## config.mk

```make
export PLATFORM = sky130hd
export DESIGN_NAME = lfsr_rng
export DESIGN_NICKNAME = d
export VERILOG_FILES = /design/src/rtl/lfsr_rng.sv
export SDC_FILE = /design/constraint.sdc
export NUM_CORES = 1
export LEC_CHECK = 0
export CAP_MARGIN = 20
export CORE_AREA = 5 5 42 44
export CTS_BUF_LIST = sky130_fd_sc_hd__clkbuf_8
export CTS_CLUSTER_SIZE = 20
export DETAILED_ROUTE_END_ITERATION = 10
export DIE_AREA = 0 0 47 49
export GPL_TIMING_DRIVEN = 0
export HOLD_SLACK_MARGIN = 0.12
export PLACE_DENSITY = 0.84
export SETUP_SLACK_MARGIN = 0.4
export SLEW_MARGIN = 20
export SYNTH_ARGS = -nofsm -noshare
export SYNTH_HDL_FRONTEND = slang
export SYNTH_SLANG_ARGS = --single-unit
```

## constraint.sdc

```tcl
create_clock -name clk -period 2.7 [get_ports clk]
set_input_delay 0.54 -clock clk [delete_from_list [all_inputs] [get_ports clk]]
set_output_delay 0.54 -clock clk [all_outputs]
set_load 0.01 [all_outputs]
```

## src/rtl/lfsr_rng.sv

```systemverilog
// rtl/lfsr_rng.sv - Fibonacci LFSR random source with valid/ready output, seed loading and range rejection
//
// Optional build macro: LFSR_PERIOD_CHK_EN adds period_wrap / period_len period measurement outputs.
// LIMIT defaults to all-ones of WIDTH (31 at the default WIDTH of 5).

module lfsr_rng #(
    parameter int               WIDTH = 5,
    parameter logic [WIDTH-1:0] TAPS  = 5'b10100,
    parameter logic [WIDTH-1:0] SEED  = {{(WIDTH-1){1'b0}}, 1'b1},
    parameter logic [WIDTH-1:0] LIMIT = {WIDTH{1'b1}}
) (
    input  logic             clk,
    input  logic             rst,
    input  logic             seed_load,
    input  logic [WIDTH-1:0] seed_in,
    output logic             out_valid,
    input  logic             out_ready,
    output logic [WIDTH-1:0] rand_out
`ifdef LFSR_PERIOD_CHK_EN
    ,
    output logic             period_wrap,
    output logic [31:0]      period_len
`endif
);

    typedef enum logic {
        GEN  = 1'b0,
        HOLD = 1'b1
    } state_t;

    state_t           r_state;
    logic [WIDTH-1:0] r_lfsr;
    logic [WIDTH-1:0] r_rand;
    logic             r_valid;

    logic             w_fb;
    logic [WIDTH-1:0] w_nxt;
    logic             w_step;
    logic             w_accept;
    logic [WIDTH-1:0] w_seed_val;
    logic             w_lockup;

    // Next-state feedback, handshake step enable and range test on the candidate value
    always_comb begin
        w_fb       = ^(r_lfsr & TAPS);
        w_nxt      = {r_lfsr[WIDTH-2:0], w_fb};
        w_step     = !r_valid || out_ready;
        w_accept   = (w_nxt != '0) && (w_nxt <= LIMIT);
        w_seed_val = (seed_in == '0) ? SEED : seed_in;
        w_lockup   = (r_lfsr == '0);
    end

    // GEN/HOLD state machine owning the LFSR state and the registered outputs
    always_ff @(posedge clk) begin
        if (rst) begin
            r_state <= GEN;
            r_lfsr  <= SEED;
            r_rand  <= '0;
            r_valid <= 1'b0;
        end else if (seed_load) begin
            // A transfer in this same cycle has already completed; the held value just goes invalid
            r_state <= GEN;
            r_lfsr  <= w_seed_val;
            r_valid <= 1'b0;
        end else if (w_lockup) begin
            r_state <= GEN;
            r_lfsr  <= SEED;
            r_valid <= 1'b0;
        end else begin
            case (r_state)
                GEN: begin
                    r_lfsr <= w_nxt;
                    if (w_accept) begin
                        r_rand  <= w_nxt;
                        r_valid <= 1'b1;
                        r_state <= HOLD;
                    end
                end
                HOLD: begin
                    if (out_ready) begin
                        r_lfsr <= w_nxt;
                        if (w_accept) begin
                            r_rand <= w_nxt;
                        end else begin
                            r_valid <= 1'b0;
                            r_state <= GEN;
                        end
                    end
                end
                default: begin
                    r_state <= GEN;
                    r_valid <= 1'b0;
                end
            endcase
        end
    end

    assign out_valid = r_valid;
    assign rand_out  = r_rand;

`ifdef LFSR_PERIOD_CHK_EN
    logic [WIDTH-1:0] r_seed_ref;
    logic [31:0]      r_count;
    logic             r_wrap;
    logic [31:0]      r_len;
    logic [31:0]      w_count_inc;

    // Saturating step count including the step being taken this cycle
    always_comb begin
        w_count_inc = (r_count == 32'hFFFF_FFFF) ? r_count : r_count + 32'd1;
    end

    // Track the last loaded seed and measure steps until the LFSR returns to it
    always_ff @(posedge clk) begin
        if (rst) begin
            r_seed_ref <= SEED;
            r_count    <= '0;
            r_wrap     <= 1'b0;
            r_len      <= '0;
        end else begin
            r_wrap <= 1'b0;
            if (seed_load) begin
                r_seed_ref <= w_seed_val;
                r_count    <= '0;
            end else if (w_lockup) begin
                r_seed_ref <= SEED;
                r_count    <= '0;
            end else if (w_step) begin
                if (w_nxt == r_seed_ref) begin
                    r_wrap  <= 1'b1;
                    r_len   <= w_count_inc;
                    r_count <= '0;
                end else begin
                    r_count <= w_count_inc;
                end
            end
        end
    end

    assign period_wrap = r_wrap;
    assign period_len  = r_len;
`endif

endmodule

```

---- After elaboration in Yosys (flattened, before gate mapping) ----
Cells that the tools add are included.
storage, ports and cells
  register bits after elaboration ......... 12
  bits of input ports ..................... 9
  output and inout port bits .............. 6
  logic and storage cells ................. 35
cells by class
  magnitude comparators ................... 1
  equal/unequal tests ..................... 4
  muxes and demuxes ....................... 15
  bitwise operators ....................... 3
  reduce and logical (&&, ||, !) cells .... 8
operator list
  kind                                                    number
  two-way mux 5 bit                                       6
  case mux 5 bit (2 select lines)                         2
  logical NOT 5 bit                                       2
  inequality test 2 bit (second input constant)           3
  AND reduction 3 bit                                     2
  <= comparator 5 bit (second input constant)             1
  two-way mux 1 bit                                       5
  nonzero test 5 bit                                      1
  XOR reduction 5 bit                                     1
  inequality test 4 x 3 -> 1 bit (second input constant)  1
  case mux 1 bit (2 select lines)                         2
  NOT 1 bit                                               3
  OR reduction 3 bit                                      1
  logical AND 1 bit                                       1

---- Logic depth before layout (Yosys ltp) ----
  word-level depth ........................ 6
  mapped depth ............................ 5
  gate-level depth less buffers ........... 3

---- Worst setup path before layout ----
No wires, ideal clock.
  path kind ............................... input to register
  from .................................... in seed_load
  to ...................................... reg r_rand[0] (netlist: rand_out[0])
  library setup time ...................... 0.119 ns
  arrival time ............................ 1.251 ns
  required time ........................... 2.581 ns
  slack ................................... 1.330 ns
  cell stages on the path ................. 3
  path buffers ............................ 1
  cells stage by stage .................... buf_2 or3_1 o221a_1
on the way
  longest elaborated chain between the ends .. 2
RTL lines
  what                                  RTL line  RTL
  start: declaration                    14        input logic seed_load,
  NOT 1 bit (no source line)            -
  AND reduction 3 bit (no source line)  -
  end signal: assignment                74        r_rand <= w_nxt;
  end signal: assignment                83        r_rand <= w_nxt;
  end: declaration                      33        logic [WIDTH-1:0] r_rand;
No other way between the ends.
A chain may end at the register's enable or synchronous reset.

---- Worst setup path in the final report ----
  from .................................... in out_ready
  to ...................................... reg r_rand[0] (netlist: rand_out[0])
on the way
  longest elaborated chain between the ends .. 2
RTL lines
  what                                    RTL line  RTL
  start: declaration                      17        input logic out_ready,
  inequality test 2 bit (no source line)  -
  AND reduction 3 bit (no source line)    -
No other way between the ends.

==> run metrics <==
met2 wire length=around 600 um; maxcap violations=0; Hold Path Stages=2; Clk pin slew, worst setup/hold paths=~0.05 ns; Worst setup SP type=input port; Hold Crit Endpoint=rand_out[2]$_SDFFE_PP0P_; proportion of layout cells with a drive suffix above 1=12.3%; dpl cells=93; Fin Clk Skew=between 0.002 and 0.003 ns; Die Area=2300 um2; commonest non-fill, non-tap cell in the layout=clkdlybuf4s50_1; Worst VDD drop=223 uV; final-stage net count=91; Seq/Total Area, Yosys=42.2%; Fill cells=roughly 130; slowest CP cell=clkdlybuf4s50_1; CTS Root Buffer Type=clkbuf_8; total routed wirelength=between 1000 and 1500 um; area of the multi-input gates=between 200 and 300 um2; global-route wire length before repair=between 2000 and 2500 um; number of port buffers=13; clk_lat worst skew=roughly 0.24 ns; post-route antenna net violation count=0; Routed WL per cell=between 10 and 15 um; largest net degree at the start of global routing=11; Worst Setup Path Type=input port to flip-flop; worst-path cell chain=clkdlybuf4s50_1, nor2b_1, a211oi_2, o221a_1; Syn Nets=73; DRC=0; Final period util=60.9%; final-report hold violation count=0; Synth Cell Area=roughly 570 um2; Hold Startpoint=rand_out[2]$_SDFFE_PP0P_; Setup TNS=0 ns; Fmax=around 600 MHz; GRT Residual Overflow=0; post-cts sizing count=0; Slew HR=between 60% and 70%; CTS tree=yes; Cells after Synth=64; Setup Viol. Count Final=0; worst hold margin=between 0.4 and 0.5 ns; CP max FO=7; I/O pin count=15; register area=about 240 um2; YS warnings=0; RSZ-0062 raised after global routing=false; total track usage=approximately an eighth; Die W=around 47 um; pwr dens=approximately 610 nW/um2; Slew Limit Fails=0; most frequent cells in the layout=clkdlybuf4s50_1 (13), dfxtp_1 (12), nand2_1 (10); Mean Syn Cell Area=~8.9 um2; DR top layer=met4; Core Area=~1400 um2; number of unique standard cell types used by synthesis=26; clk sink count=12; height of the die=about 50 um; Row Count=14; DRT Pass-1 Iters=4; critical path arrival=around 1.8 ns; fin cells=just under 100; Critical Path RT=2.83 ns; via count=between 500 and 600; synth-to-layout area growth=36.0%; Starting Density=between 40% and 50%; Crit path largest cell delay=slightly above 0.4 ns; Max Root-Sink Buffers=2; fin util=between 50% and 60%; Metal-1 WL=between 500 and 600 um; Tightest Pin Transition=between 0.4 and 0.5 ns; Post-CTS Hold Fix Bufs=0; Reg2Reg Setup Slack=around 1.4 ns; dpl hpwl=941 um; DR iter-0 viols=9; H-tree depth=1; CP endpoint kind=flip-flop; initial antenna violation count=0; setup bufs post-CTS=0; vias in the first global route=approximately 500; Seq cells post-synth=12; status=finished clean; antenna cell count=0; FF-to-FF End=r_lfsr[4]$_SDFFE_PP0P_; Hold Path Class=flip-flop to flip-flop; Reg-to-Reg Start=r_lfsr[4]$_SDFFE_PP0P_; routed vias/inst=5.58; TritonCTS Buffers=3; routability cong.=between 0.8 and 0.9; WP buf/inv=1; Leak=0.000288 uW; delay-heaviest family, CP=compound AO/OA/AOI/OAI gates; metal3 WL=99 um; Tmin final=1.65 ns; worst r2r path cells=3
[cells in the mapped netlist]
| library cell | instances | area, um2 |
|---|---|---|
| a21oi_1 | 1 | 5.00 |
| inv_1 | 7 | 26.3 |
| nand2_1 | 10 | 37.5 |
| or3_1 | 1 | 6.26 |
| nor4_1 | 1 | 6.26 |
| a211oi_2 | 1 | 12.5 |
| o311ai_0 | 1 | 8.76 |
| a2111oi_0 | 2 | 17.5 |
| o221a_1 | 1 | 11.3 |
| o211ai_1 | 2 | 15.0 |
| mux2i_1 | 1 | 10.0 |
| clkbuf_1 | 1 | 3.75 |
| buf_2 | 2 | 10.0 |
| nor3_1 | 2 | 10.0 |
| or4_4 | 1 | 11.3 |
| dfxtp_1 | 12 | 240 |
| nor2_1 | 3 | 11.3 |
| nor4_2 | 1 | 12.5 |
| a31oi_1 | 1 | 6.26 |
| a211oi_1 | 1 | 7.51 |
| o32ai_1 | 4 | 35.0 |
| nand2b_1 | 2 | 12.5 |
| a311oi_1 | 3 | 26.3 |
| nor2_4 | 1 | 11.3 |
| nor2b_1 | 1 | 6.26 |
| xor2_1 | 1 | 8.76 |
[area by class of cell]
class | instances | area share, %
multi-input cells | 42 | 37.3
flip-flops and latches | 12 | 31.0
repair buffers | 13 | 16.8
clock buffers | 4 | 7.11
inverters | 7 | 3.39
well taps | 16 | 2.58
plain buffers | 3 | 1.78
[tightest hold or removal path: stages, from the launching register on]
cell and delay (ns):
dfxtp_1 0.31, nand2_1 0.05, o32ai_1 0.06
[registers in the layout (all words and copies together) (netlist names)]
signal / cells
out_valid: 1
r_lfsr: 5
r_state: 1
rand_out: 5
[cells by family (layout without fill, tap and decap cells)]
family | after synthesis | in the layout | synth area share (%)
buffers and inverters | 10 | 27 | 7.03
AND/OR/NAND/NOR | 23 | 23 | 22.0
multiplexers | 1 | 1 | 1.76
XOR/XNOR | 1 | 1 | 1.54
flip-flops | 12 | 12 | 42.2
AO/OA/AOI/OAI | 17 | 17 | 25.5
[power by group]
part | switching [uW] | internal (uW)
registers | 13.5 | 191
clock network | 65.6 | 129
logic | 34.8 | 39.3
total | 114 | 359
[how the worst max path moves through the flow]
stage	startpoint	end	depth (start not counted)	slack (ns)
CTS	out_valid$_SDFFE_PP0P_	out_valid	1	1.05
floorplan	seed_load	rand_out[0]$_SDFFE_PP0P_	3	1.33
detailed placement	out_ready	rand_out[0]$_SDFFE_PP0P_	4	0.81
finish	out_ready	rand_out[0]$_SDFFE_PP0P_	4	1.05
global route	out_ready	rand_out[0]$_SDFFE_PP0P_	4	0.97
global placement	out_ready	rand_out[0]$_SDFFE_PP0P_	4	0.81
[metrics by stage]
stage	cell area [um2]	worst slack, ns	power (uW)
6_report	774	1.05	473
2_1_floorplan	569	1.33	247
4_1_cts	774	1.05	478
5_1_grt	774	0.972	496
3_5_place_dp	719	0.812	282
3_3_place_gp	719	0.810	280
[metal layers]
metal  up-vias  global-route usage [%]
met2        16                    19.0
met5         -                       0
met1       252                    14.6
li1        270                       -
met4         0                    8.29
met3         3                    4.43
(Power assumes the default switching activity.)
